**src/rtl/calc_program_driver.sv**
```systemverilog
// Program driver for the stack calculator: holds a short instruction list,
// replays it into the calculator after clearing it, and reports either the
// final top-of-stack or the index of the first instruction that broke it.
module calc_program_driver #(
  parameter int DEPTH  = 16,
  parameter int MAX_OP = 8,
  localparam int PW    = $clog2(DEPTH) + 1,
  localparam int AW    = $clog2(DEPTH)
) (
  input  logic          clk,
  input  logic          rst,
  input  logic          load_en,
  input  logic [3:0]    load_op,
  input  logic [7:0]    load_data,
  input  logic          load_clr,
  input  logic          start,
  output logic [PW-1:0] prog_len,
  output logic          prog_full,
  output logic          busy,
  output logic          done,
  output logic          error,
  output logic [AW-1:0] err_pc,
  output logic [7:0]    result,
  output logic          result_valid,
  output logic          calc_rst,
  output logic [7:0]    cmd_in,
  output logic [3:0]    cmd_op,
  output logic          cmd_apply,
  input  logic [7:0]    calc_head,
  input  logic          calc_empty,
  input  logic          calc_valid
);

  // The opcode port is 4 bits wide; a larger MAX_OP could not be encoded.
  if (MAX_OP > 15) begin : g_bad_max_op
    $error("calc_program_driver: MAX_OP does not fit the 4-bit opcode");
  end

  typedef enum logic [2:0] {
    IDLE  = 3'd0,
    CLEAR = 3'd1,
    ISSUE = 3'd2,
    CHECK = 3'd3,
    DONE  = 3'd4
  } state_t;

  state_t         state_reg;
  logic [AW-1:0]  pc_reg;
  logic [AW-1:0]  pc_inc;
  logic           last_instr;
  logic           mem_we;

  // Program store: {opcode, operand}; contents survive reset.
  logic [11:0]    mem [DEPTH];

  assign prog_full  = (prog_len == PW'(DEPTH));
  assign pc_inc     = pc_reg + 1'b1;
  assign last_instr = ({1'b0, pc_reg} == (prog_len - 1'b1));

  // A load is only taken in IDLE when neither start nor clear claims the cycle.
  assign mem_we = (state_reg == IDLE) && !rst && !start && !load_clr &&
                  load_en && !prog_full;

  // Program memory write port.
  always_ff @(posedge clk) begin
    if (mem_we) begin
      mem[prog_len[AW-1:0]] <= {load_op, load_data};
    end
  end

  // Sequencer: program length, run control and all registered outputs.
  always_ff @(posedge clk) begin
    if (rst) begin
      state_reg    <= IDLE;
      prog_len     <= '0;
      pc_reg       <= '0;
      busy         <= 1'b0;
      done         <= 1'b0;
      error        <= 1'b0;
      err_pc       <= '0;
      result       <= '0;
      result_valid <= 1'b0;
      calc_rst     <= 1'b0;
      cmd_apply    <= 1'b0;
      cmd_op       <= '0;
      cmd_in       <= '0;
    end else begin
      done      <= 1'b0;
      calc_rst  <= 1'b0;
      cmd_apply <= 1'b0;
      case (state_reg)
        IDLE: begin
          if (start) begin
            error        <= 1'b0;
            result_valid <= 1'b0;
            if (prog_len == '0) begin
              // Nothing to run: report completion straight away.
              state_reg <= DONE;
              done      <= 1'b1;
            end else begin
              state_reg <= CLEAR;
              pc_reg    <= '0;
              busy      <= 1'b1;
              calc_rst  <= 1'b1;
            end
          end else if (load_clr) begin
            prog_len <= '0;
          end else if (load_en && !prog_full) begin
            prog_len <= prog_len + 1'b1;
          end
        end
        CLEAR: begin
          state_reg        <= ISSUE;
          cmd_apply        <= 1'b1;
          {cmd_op, cmd_in} <= mem[pc_reg];
        end
        ISSUE: begin
          // Command stays on the bus while the calculator's flags settle.
          state_reg <= CHECK;
        end
        CHECK: begin
          if (!calc_valid || last_instr) begin
            state_reg <= DONE;
            done      <= 1'b1;
            busy      <= 1'b0;
            cmd_op    <= '0;
            cmd_in    <= '0;
            if (!calc_valid) begin
              error        <= 1'b1;
              err_pc       <= pc_reg;
              result_valid <= 1'b0;
            end else begin
              result       <= calc_head;
              result_valid <= !calc_empty;
            end
          end else begin
            state_reg        <= ISSUE;
            pc_reg           <= pc_inc;
            cmd_apply        <= 1'b1;
            {cmd_op, cmd_in} <= mem[pc_inc];
          end
        end
        DONE: begin
          state_reg <= IDLE;
        end
        default: begin
          state_reg <= IDLE;
        end
      endcase
    end
  end

endmodule

```
**config.mk**
```make
export PLATFORM = sky130hd
export DESIGN_NAME = calc_program_driver
export DESIGN_NICKNAME = d
export VERILOG_FILES = /design/src/rtl/calc_program_driver.sv
export SDC_FILE = /design/constraint.sdc
export NUM_CORES = 1
export LEC_CHECK = 0
export ABC_AREA = 1
export BUFFER_PORTS_ARGS = -buffer_cell sky130_fd_sc_hd__buf_4
export CAP_MARGIN = 20
export CORE_MARGIN = 2
export CORE_UTILIZATION = 50
export CTS_BUF_LIST = sky130_fd_sc_hd__clkbuf_8
export DETAILED_ROUTE_END_ITERATION = 6
export GPL_ROUTABILITY_DRIVEN = 0
export HOLD_SLACK_MARGIN = 0.08
export PLACE_DENSITY = 0.64
export SYNTH_ARGS = -nofsm -noshare
export SYNTH_HDL_FRONTEND = slang
export SYNTH_SLANG_ARGS = --single-unit
export TNS_END_PERCENT = 1
```
**constraint.sdc**
```tcl
create_clock -name clk -period 2.5 [get_ports clk]
set_input_delay 0.5 -clock clk [delete_from_list [all_inputs] [get_ports clk]]
set_output_delay 0.5 -clock clk [all_outputs]
set_load 0.02 [all_outputs]
```
* Yosys cells after proc, flatten, opt, wreduce, memory -nomap -nowiden *
Memory sizes are Yosys's and may differ from the RTL's. A register that Yosys moved wholly into a read port is not among the register bits.
Cells that the tools add are included.

cells by class
  eq/ne operators = 10
  bitwise logic cells = 3
  muxes and demuxes = 36
  reduce and logical (&&, ||, !) cells = 26
  add/sub/neg operators = 3

operator list
  operator             count
  $mux 4               6
  $pmux 4 s2           2
  $pmux 8 s2           1
  $mux 1               15
  $pmux 3 s4           1
  $reduce_and 3->1     4
  $reduce_and 4->1     3
  $mux 5               2
  $ne 2x2->1 const B   5
  $pmux 1 s2           5
  $mux 3               3
  $mux 8               1
  $eq 3x2->1 const B   2
  $logic_and 1x1->1    6
  $logic_not 1->1      6
  $reduce_bool 2->1    3
  $add 5x1->5 const B  1
  $eq 4x5->1           1
  $eq 5x5->1 const B   1
  $logic_not 5->1      1
  $sub 5x1->5 const B  1
  $add 4x1->4 const B  1
  $eq 3x1->1 const B   1
  $logic_not 3->1      1
  other kinds (3)      5

word-level totals
  RAM bits = 192
  output and inout bits = 36
  bits in registers = 42
  memories = 1
  input bits = 27

memories
  name  depth  width  rd ports  clocked after memory_dff  wr ports  line  text
  mem   16     12     2         1                         1         54    logic [11:0] mem [DEPTH];

* Longest topological paths before layout *
Gate-level depths: netlist of the first run.

  depth after elaboration = 8
  depth in mapped cells = 14

* Worst setup path after synthesis of the first run *
Ideal clock, no wire load.

  path kind = register -> register
  start = register prog_len[0]
  end = memory mem[10][0], enable pin
  setup time = 0.380 ns
  cell stages (with the launch flop) = 8
  buffers on the path = 0
  data required time = 2.120 ns
  period minus slack after synthesis = 2.456 ns
  data arrival time = 2.076 ns
  path slack = 0.044 ns
  cells stage by stage = dfxtp_1 inv_1 ha_1 nand2_1 o21ai_0 nor4_2 nand2_1 nor2_1

between the ends
  cells in the longest elaborated chain, start to end = 5

ends and longest elaborated chain
  what                          line  text
  from (decl)                   17    output logic [PW-1:0] prog_len,
  from (signal assigned)        109   prog_len <= prog_len + 1'b1;
  $eq 5x5->1                    56    assign prog_full = (prog_len == PW'(DEPTH));
  $logic_not 1->1               62    load_en && !prog_full;
  $logic_and 1x1->1             62
  $mux 1                        66    if (mem_we) begin
  $mux 1 (not written as such)  67    mem[prog_len[AW-1:0]] <= {load_op, load_data};
  to (decl)                     54

Several ways; a longest one is shown, not always the timed one.

* Worst setup path in the final report of the first run *
  start = register prog_len[1]
  end = memory mem[7][3], enable pin

The elaborated chain is that of the path after synthesis.

==> results of run 1 <==
layout make-up:
type | instances | area, µm²
multi-input cells | 1020 | 4473
clock buffers | 47 | 646.9
repair buffers | 105 | 875.8
fillers | 2163 | 9878
well taps | 319 | 399.1
inverters | 127 | 478.0
clock inverters | 22 | 96.34
flip-flops and latches | 238 | 6695
path summary, 6_finish.rpt:
path	from	end	cells past startpoint	slack, ns
min reg2reg	busy	busy	2	0.48
max reg2reg	prog_len[1]	mem[7][3]	8	0.07
max	prog_len[1]	mem[7][3]	8	0.07
min	calc_head[1]	result[1]	3	0.18
critical path, cell delays in order (launching register included):
cell and delay (ns):
dfxtp_1 0.39, inv_1 0.14, ha_1 0.24, nand2_1 0.09
o21ai_0 0.12, nor4_2 0.36, nand2_1 0.36, nor2_1 0.18
buf_4 0.23
logic make-up (layout without fill, tap and decap cells):
group	count (synthesis)	in the layout	share of synthesized area (%)
AO/OA/AOI/OAI	151	151	6.485
flip-flops	238	238	55.54
adder cells (fa/ha/maj)	6	6	0.6236
AND/OR/NAND/NOR	859	859	29.58
XOR/XNOR	4	4	0.4470
buffers and inverters	213	301	7.327
where the power goes:
part           switching (W)  total (W)  internal, W
Clock                0.00156    0.00327      0.00171
Sequential         0.0000976    0.00450      0.00440
Combinational       0.000912    0.00134     0.000431
Total                0.00257    0.00911      0.00654
through the flow:
step | TNS, ns | utilization (%)
6_report | 0 | 58.04
5_1_grt | -3.266 | 58.04
4_1_cts | 0 | 58.04
3_5_place_dp | 0 | 54.88
3_3_place_gp | 0 | 54.88
2_1_floorplan | 0 | -
what timing repair did:
action                                  in CTS  in global routing
resized for setup                            0                  0
endpoints found under the setup margin       0                108
buffers inserted                             0                  0
placed cells by master, fill, tap and decap left out, types with 2 or more instances in the layout:
cell type | Yosys | final
a211oi_1 | 2 | 2
a21oi_1 | 57 | 57
buf_12 | 0 | 7
buf_4 | 6 | 98
clkbuf_8 | 0 | 47
clkinv_1 | 1 | 7
clkinv_2 | 1 | 8
dfxtp_1 | 46 | 43
dfxtp_4 | 0 | 2
edfxtp_1 | 192 | 192
ha_1 | 6 | 5
inv_1 | 122 | 130
inv_2 | 3 | 3
nand2_1 | 433 | 433
nand3_1 | 221 | 221
nand3_2 | 2 | 2
nor2_1 | 189 | 189
nor2_2 | 2 | 2
nor2_4 | 2 | 2
nor3_1 | 5 | 5
o211ai_1 | 8 | 8
o21ai_0 | 81 | 81
o21ai_1 | 3 | 3
xor2_1 | 3 | 3
metal layers:
| layer | track usage, % | up-vias | share of wire [%] |
|---|---|---|---|
| li1 | - | 4955 | - |
| met1 | 37.62 | 4755 | 39 |
| met2 | 48.04 | 518 | 47 |
| met3 | 6.304 | 118 | 9.4 |
| met4 | 13.88 | 0 | 4.8 |
| met5 | 0 | - | 0 |
==> run_results.csv, run 1 <==
group,metric,value,unit
worst_hold_path,hold_path.class,"primary input to register",
die,core-area,0.02354,mm²
yosys,synth.ff_latch_count,238,
clock_network,cts_tree,"built",
power_and_ir_drop,power,0.009110,W
yosys,synth_edf_count,192,
sta,finalSetupViolCount,0,
global_routing,grt_first_pass_wirelength,57.03,mm
yosys,synth.top_cells.by_count,"nand2_1 (433), nand3_1 (221), edfxtp_1 (192)",
placement,place_inst,1809,
yosys,synth_fp_nets,1504,
yosys,synth_top_area_share,47.89,%
routing,drt-wirelength-per-cell,19.99,µm
final_layout,drive_gt1_share,11.42,%
final_layout,diodes,0,
setup_path,start_kind,"register",
routing,dr.pass1.iters,5,
setup_path,cp.required,2.73,ns
global_routing,grtUsageTotal,29.43,%
die,initial_utilization,51.14,%
routing,antenna_left,0,
clock_network,cts.clk_slew.worst_paths,0.06,ns
clock_network,cts-root-buf,"clkbuf_8",
die,die_area,0.02534,mm²
sta,clock-skew-final,0.01537,ns
sta,max_freq,411.8,MHz
setup_path,crit_fanout,12,
sta,finalCriticalPeriod,2.428,ns
sta,worstMarginPinSlew,0.7863,ns
die,io_pins,63,
sta,timing.final.crit_share,97.13,%
power_and_ir_drop,pwr_density_cell,666.7,mW/mm²
routing,via_per_inst,5.509,
clock_network,ctsHoldBuffers,0,
setup_path,crit_type,"register to register",
routing,routed_wl,37.54,mm
placement,post-place-ws,0.1369,ns
yosys,yosysWarnings,0,
yosys,yosys_most_used_dff,"edfxtp_1",
yosys,yosys.area.top_type,"edfxtp_1",
run_status,status,"complete, no violations",
global_routing,grt_pass1_vias,9805,
global_routing,antenna_found_initial,0,
yosys,synthCells,1471,
yosys,synth_most_common_cell,"nand2_1",
placement,place_hpwl,24.90,mm
sta,finalHoldViolCount,0,
final_layout,area_growth,13.50,%
global_routing,grt_max_degree,89,
final_layout,largest_reg_flops,192,
yosys,synth_cell_types,31,
sta,worst_slew_margin_rel,47.45,%
yosys,avgSynthCellArea,8.184,µm²
sta,drv_slew,0,
sta,setup_slack,0.07171,ns
setup_path,worst_ep_arrival_time,2.66,ns
clock_network,cts_buffers,41,
clock_network,clk_latency,0.54,ns
sta,rsz0062_at_grt,"true",
final_layout,final_cells,1878,
yosys,synth.area.top_cells,"edfxtp_1 (48%), nand2_1 (14%), nand3_1 (9.2%)",
placement,dpl_cell_area,0.01292,mm²
final_layout,nNetsFinal,1566,
die,row_count,56,
power_and_ir_drop,leakage,5.774,nW
global_routing,grt-ovfl-total,0,
yosys,synthArstFlopShare,0,%
placement,port_buffers,62,
yosys,synthesis.area,0.01204,mm²
routing,drc,0,
routing,vias,10350,
final_layout,final_area,0.01366,mm²
sta,whs,0.1808,ns
setup_path,critPathCaptureType,"register",
flow_run,max-cap-violations,0,
die,die_y,159.2,µm
clock_network,cts_buffer_depth,3,
yosys,synth.yosys.seq_area_share,55.54,%
clock_network,cts.sinks,238,
routing,drt_iter0_drc,1219,
die,fp.dieW,159.2,µm
power_and_ir_drop,vdd_ir_drop_max,418.2,µV
clock_network,htree_levels,2,
Power figures use the tool's default switching activity.
==> inputs of run 2 (changes only) <==
ABC_AREA = unset   (was 1)
==> run_results.csv, run 2 <==
group,metric,value,unit
placement,dpl_cell_area,0.01210,mm²
setup_path,cp_slowest_stage_delay,0.35,ns
final_layout,drive_gt1_share,36.15,%
routing,via_per_inst,6.287,
die,die_y,152.0,µm
global_routing,grt_first_pass_wirelength,43.48,mm
routing,vias,6821,
sta,max_freq,424.7,MHz
final_layout,layout_common_cells,"edfxtp_1 (192), buf_4 (115), mux4_2 (97)",
final_layout,final_cells,1085,
power_and_ir_drop,leakage,4.274,nW
routing,antenna_left,0,
global_routing,grt-ovfl-total,0,
clock_network,cts-root-buf,"clkbuf_8",
die,io_pins,63,
setup_path,worst_ep_arrival_time,2.76,ns
sta,fin_setup_tns,0,ns
power_and_ir_drop,vdd_ir_drop_max,419.9,µV
yosys,synth.top_cells.by_count,"edfxtp_1 (192), mux4_2 (97), dfxtp_1 (46)",
yosys,synthesis.area,0.01095,mm²
sta,whs,0.2041,ns
yosys,synth_edf_count,192,
final_layout,diodes,0,
clock_network,cts_buffer_depth,3,
power_and_ir_drop,pwr_density_cell,611.1,mW/mm²
routing,dr.pass1.iters,5,
yosys,yosysWarnings,0,
final_layout,final_common_cell,"edfxtp_1",
routing,routed_wl,28.18,mm
sta,drv_slew,0,
clock_network,ctsHoldBuffers,0,
setup_path,cp_slowest_cell,"dfxtp_4",
sta,rsz0062_at_grt,"false",
yosys,yosys.area.top_type,"edfxtp_1",
final_layout,nNetsFinal,807,
final_layout,n_fill_cell,1633,
final_layout,final_area,0.01288,mm²
placement,place_hpwl,18.86,mm
routing,drc,0,
yosys,synthArstFlopShare,0,%
run_status,status,"complete, no violations",
yosys,synth.area.top_cells,"edfxtp_1 (53%), mux4_2 (20%), dfxtp_1 (8.4%)",
clock_network,cts.clk_slew.worst_paths,0.06,ns
clock_network,postCtsSetupRepairBufs,0,
final_layout,area_growth,17.59,%
final_layout,seq_area,0.006695,mm²
sta,finalCriticalPeriod,2.354,ns
yosys,avgSynthCellArea,16.65,µm²
yosys,synth_most_common_cell,"edfxtp_1",
clock_network,htree_levels,2,
yosys,yosys_most_used_dff,"edfxtp_1",
yosys,synth_cell_types,45,
routing,drt_iter0_drc,653,
placement,port_buffers,62,
die,initial_utilization,50.50,%
setup_path,cp.required,2.91,ns
die,fp.dieW,152.0,µm
flow_run,max-cap-violations,0,
sta,worst_slew_margin_rel,54.96,%
setup_path,start_kind,"register",
die,core-area,0.02169,mm²
global_routing,grt_max_degree,49,
yosys,synth_fp_nets,691,
yosys,synth.ff_latch_count,238,
setup_path,crit_fanout,36,
worst_hold_path,hold_path.class,"primary input to register",
sta,finalHoldViolCount,0,
routing,drt-wirelength-per-cell,25.97,µm
global_routing,grtUsageTotal,24.66,%
final_layout,multiInputGateArea,0.004030,mm²
global_routing,antenna_found_initial,0,
setup_path,critPathCaptureType,"register",
global_routing,grt_pass1_vias,7163,
sta,finalSetupViolCount,0,
sta,worstMarginPinSlew,0.6756,ns
final_layout,largest_reg_flops,192,
yosys,synth_top_area_share,52.64,%
clock_network,clk_latency,0.55,ns
die,row_count,54,
yosys,synthCells,658,
setup_path,path_cells,"ha_2 -> buf_12 -> mux4_2 -> nor2b_1 -> a211oi_1 -> buf_4 -> a21oi_1 -> a221o_1",
yosys,synth.yosys.seq_area_share,61.05,%
sta,timing.final.crit_share,94.18,%
clock_network,cts_buffers,41,
clock_network,cts_tree,"built",
clock_network,post_cts_resized,0,
setup_path,path_buf_inv,2,
clock_network,cts.sinks,238,
placement,place_inst,1011,
sta,clock-skew-final,0.03155,ns
setup_path,crit_type,"register to register",
die,die_area,0.02311,mm²
setup_path,critical_path.top_delay_family,"compound AO/OA/AOI/OAI gates",
## run 2: cell count changes in the layout (fill, tap and decap cells not counted), sizes merged, moves of 7 or more
| cell | delta |
|---|---|
| nor2b | +24 |
| o211ai | -7 |
| mux4 | +97 |
| nand2 | -417 |
| inv | -116 |
| nand3 | -207 |
| a221o | +12 |
| o21ai | -64 |
| buf | +17 |
| a211oi | +35 |
| nor2 | -169 |
| mux2i | +24 |
| a21oi | -21 |
## run 2: final timing paths
path	startpoint	to	slack, ns	depth (start not counted)
max	pc_reg[0]	cmd_op[1]	0.15	8
min	rst	prog_len[0]	0.20	2
max reg2reg	pc_reg[0]	cmd_op[1]	0.15	8
min reg2reg	result_valid	result_valid	0.49	2
## run 2: routing by layer
layer | up-vias | track usage, % | share of wire (%)
met5 | - | 0 | 0
met2 | 345 | 38.80 | 48
met4 | 0 | 7.788 | 2.1
met1 | 3476 | 35.34 | 42
met3 | 47 | 4.763 | 8.7
li1 | 2953 | - | -
## run 2: per-stage QoR
step / utilization [%] / total power, W / setup WS, ns
4_1_cts: 59.38 / 0.007944 / 0.1247
5_1_grt: 59.39 / 0.008149 / 0.01518
3_3_place_gp: 55.77 / 0.004578 / 0.2316
3_5_place_dp: 55.77 / 0.004587 / 0.1612
2_1_floorplan: - / 0.004463 / -0.3595
6_report: 59.39 / 0.007871 / 0.1456
## run 2: cells by family (layout without fill, tap and decap cells)
group                      count (synthesis)  in the layout  share of synthesized area, %
DFF                                      238            238                         61.05
muxes                                    121            121                         22.14
AOI/OAI and AO/OA                        119            119                         7.402
and+or+nand+nor                          110            110                         5.346
buffers and inverters                     54            201                         2.513
xor gates and xnor gates                  10             10                        0.8683
adders and majority gates                  6              6                        0.6854
## run 2: final cells by class
class	count	share of cell area [%]
sequential	238	51.98
multi-input combinational	366	31.29
timing repair buffer	122	7.791
clock buffer	46	4.915
tap	280	2.720
clock inverter	28	1.156
inverter	5	0.1457
## run 2: report_power, final
| group | switching [W] | internal [W] |
|---|---|---|
| Clock | 0.00157 | 0.00180 |
| Sequential | 0.00000968 | 0.00429 |
| Combinational | 0.000133 | 0.0000763 |
==> inputs of run 3 (changes only) <==
PLACE_DENSITY = 0.67   (was 0.64)
clock period = 1.95 ns   (was 2.5 ns; I/O delays follow)
==> run_results.csv, run 3 (synthesis results as in run 2) <==
group,metric,value,unit
run_status,status,"complete, but fails checks",
run_status,violations,"setup timing",
clock_network,ctsHoldBuffers,0,
routing,drc,0,
sta,setup_slack,-0.1512,ns
routing,routed_wl,28.03,mm
global_routing,grt-ovfl-total,0,
sta,finalCriticalPeriod,2.101,ns
die,die_area,0.02311,mm²
setup_path,crit_fanout,8,
global_routing,grt_max_degree,37,
power_and_ir_drop,pwr_density_cell,716.6,mW/mm²
clock_network,htree_levels,2,
die,row_count,54,
placement,place_hpwl,18.26,mm
routing,drt_iter0_drc,489,
setup_path,cp.required,2.35,ns
die,die_y,152.0,µm
placement,dpl_cell_area,0.01269,mm²
power_and_ir_drop,leakage,4.543,nW
power_and_ir_drop,pwr-share-clk,40.6,%
final_layout,nNetsFinal,842,
routing,via_per_inst,6.102,
clock_network,cts_tree,"built",
die,initial_utilization,50.50,%
setup_path,crit_type,"register to register",
final_layout,largest_reg_flops,192,
sta,rsz0062_at_grt,"true",
final_layout,layout_common_cells,"edfxtp_1 (192), buf_4 (120), mux4_2 (97)",
final_layout,final_core_util,62.95,%
sta,finalHoldViolCount,0,
clock_network,clk_latency,0.55,ns
power_and_ir_drop,p_sw,0.002149,W
sta,worstMarginPinSlew,0.7107,ns
placement,port_buffers,62,
setup_path,start_kind,"register",
die,io_pins,63,
clock_network,cts-root-buf,"clkbuf_8",
power_and_ir_drop,combinationalPowerShare,3.1,%
power_and_ir_drop,internal_power,0.007635,W
routing,dr.pass1.iters,5,
clock_network,cts_buffer_depth,3,
clock_network,cts_buffers,40,
worst_hold_path,hold_path.class,"primary input to register",
clock_network,cts.sinks,238,
final_layout,final_cells,1118,
global_routing,grtUsageTotal,24.50,%
routing,vias,6822,
power_and_ir_drop,seqPwrFrac,56.3,%
final_layout,diodes,0,
clock_network,cts.clk_slew.worst_paths,0.06,ns
final_layout,final_common_cell,"edfxtp_1",
power_and_ir_drop,power,0.009784,W
sta,whs,0.1117,ns
sta,finalSetupViolCount,68,
setup_path,critPathCaptureType,"register",
final_layout,drive_gt1_share,43.32,%
sta,worst_slew_margin_rel,52.45,%
power_and_ir_drop,vdd_ir_drop_max,709.3,µV
die,core-area,0.02169,mm²
placement,place_inst,1044,
flow_run,max-cap-violations,0,
sta,drv_slew,0,
global_routing,grt_pass1_vias,7361,
routing,drt-wirelength-per-cell,25.07,µm
routing,antenna_left,0,
sta,clock-skew-final,0.02940,ns
global_routing,antenna_found_initial,0,
power_and_ir_drop,p_sw_share,21.96,%
sta,timing.final.crit_share,107.8,%
die,fp.dieW,152.0,µm
global_routing,grt_first_pass_wirelength,42.92,mm
final_layout,area_growth,24.65,%
final_layout,final_area,0.01365,mm²
sta,max_freq,475.9,MHz
setup_path,worst_ep_arrival_time,2.51,ns
[run 3: cell types whose count changed in the layout (fill, tap and decap cells not counted), sizes merged]
| cell | previous run | this run |
|---|---|---|
| inv | 18 | 21 |
| bufinv | 1 | 0 |
| clkbuf | 46 | 42 |
| clkinvlp | 1 | 0 |
| buf | 122 | 158 |
[run 3: worst max-delay path, cell delays in order, from the launching register on]
cell and delay [ns]:
dfxtp_4 0.36, inv_4 0.05, ha_4 0.16, o21ba_1 0.18
a221o_1 0.37, buf_6 0.15, a211o_4 0.35, buf_6 0.15
o21ai_2 0.13, a21oi_1 0.08
[run 3: power by group through the flow]
stage | Sequential (W) | Combinational, W | Clock, W
after detailed placement | 0.00561 | 0.000288 | 0
after CTS | 0.00551 | 0.000297 | 0.00406
after floorplan | 0.00563 | 0.000102 | 0
final | 0.00551 | 0.000300 | 0.00398
after global routing | 0.00550 | 0.000328 | 0.00428
after global placement | 0.00561 | 0.000275 | 0
[run 3: path summary, 6_finish.rpt]
path / start / to / slack (ns) / cells after the start
setup / recovery: prog_len[1] / result[4] / -0.15 / 9
hold reg to reg: result[0] / result[0] / 0.48 / 2
hold / removal: rst / prog_len[0] / 0.11 / 2
setup reg to reg: prog_len[1] / result[4] / -0.15 / 9
[run 3: timing repair]
action,CTS,global route
pin swaps,20,6
endpoints found under the setup margin,227,227
gates resized for setup,29,21
setup buffers,1,1
cloned,1,0
[run 3: layout make-up]
type                       count  area, µm²
timing repair buffer         158       1573
fill                        1551       8035
clock inverter                29      135.1
multi-input combinational    366       4290
clock buffer                  42      578.1
tap                          280      350.3
sequential                   238       6703
inverter                       5      23.77
[run 3: per-layer routing]
metal / up-vias / track usage, % / share of wire (%)
met1: 3478 / 31.82 / 39
li1: 3041 / - / -
met4: 0 / 9.123 / 2.4
met3: 52 / 5.020 / 7.0
met2: 251 / 41.21 / 51
met5: - / 0 / 0
[run 3: metrics by stage]
step / setup WS, ns / TNS [ns]
after floorplan: -0.2443 / -37.88
after global placement: -0.2253 / -30.34
after detailed placement: -0.2999 / -39.60
after CTS: -0.1338 / -4.516
after global routing: -0.2226 / -18.02
final: -0.1512 / -3.948
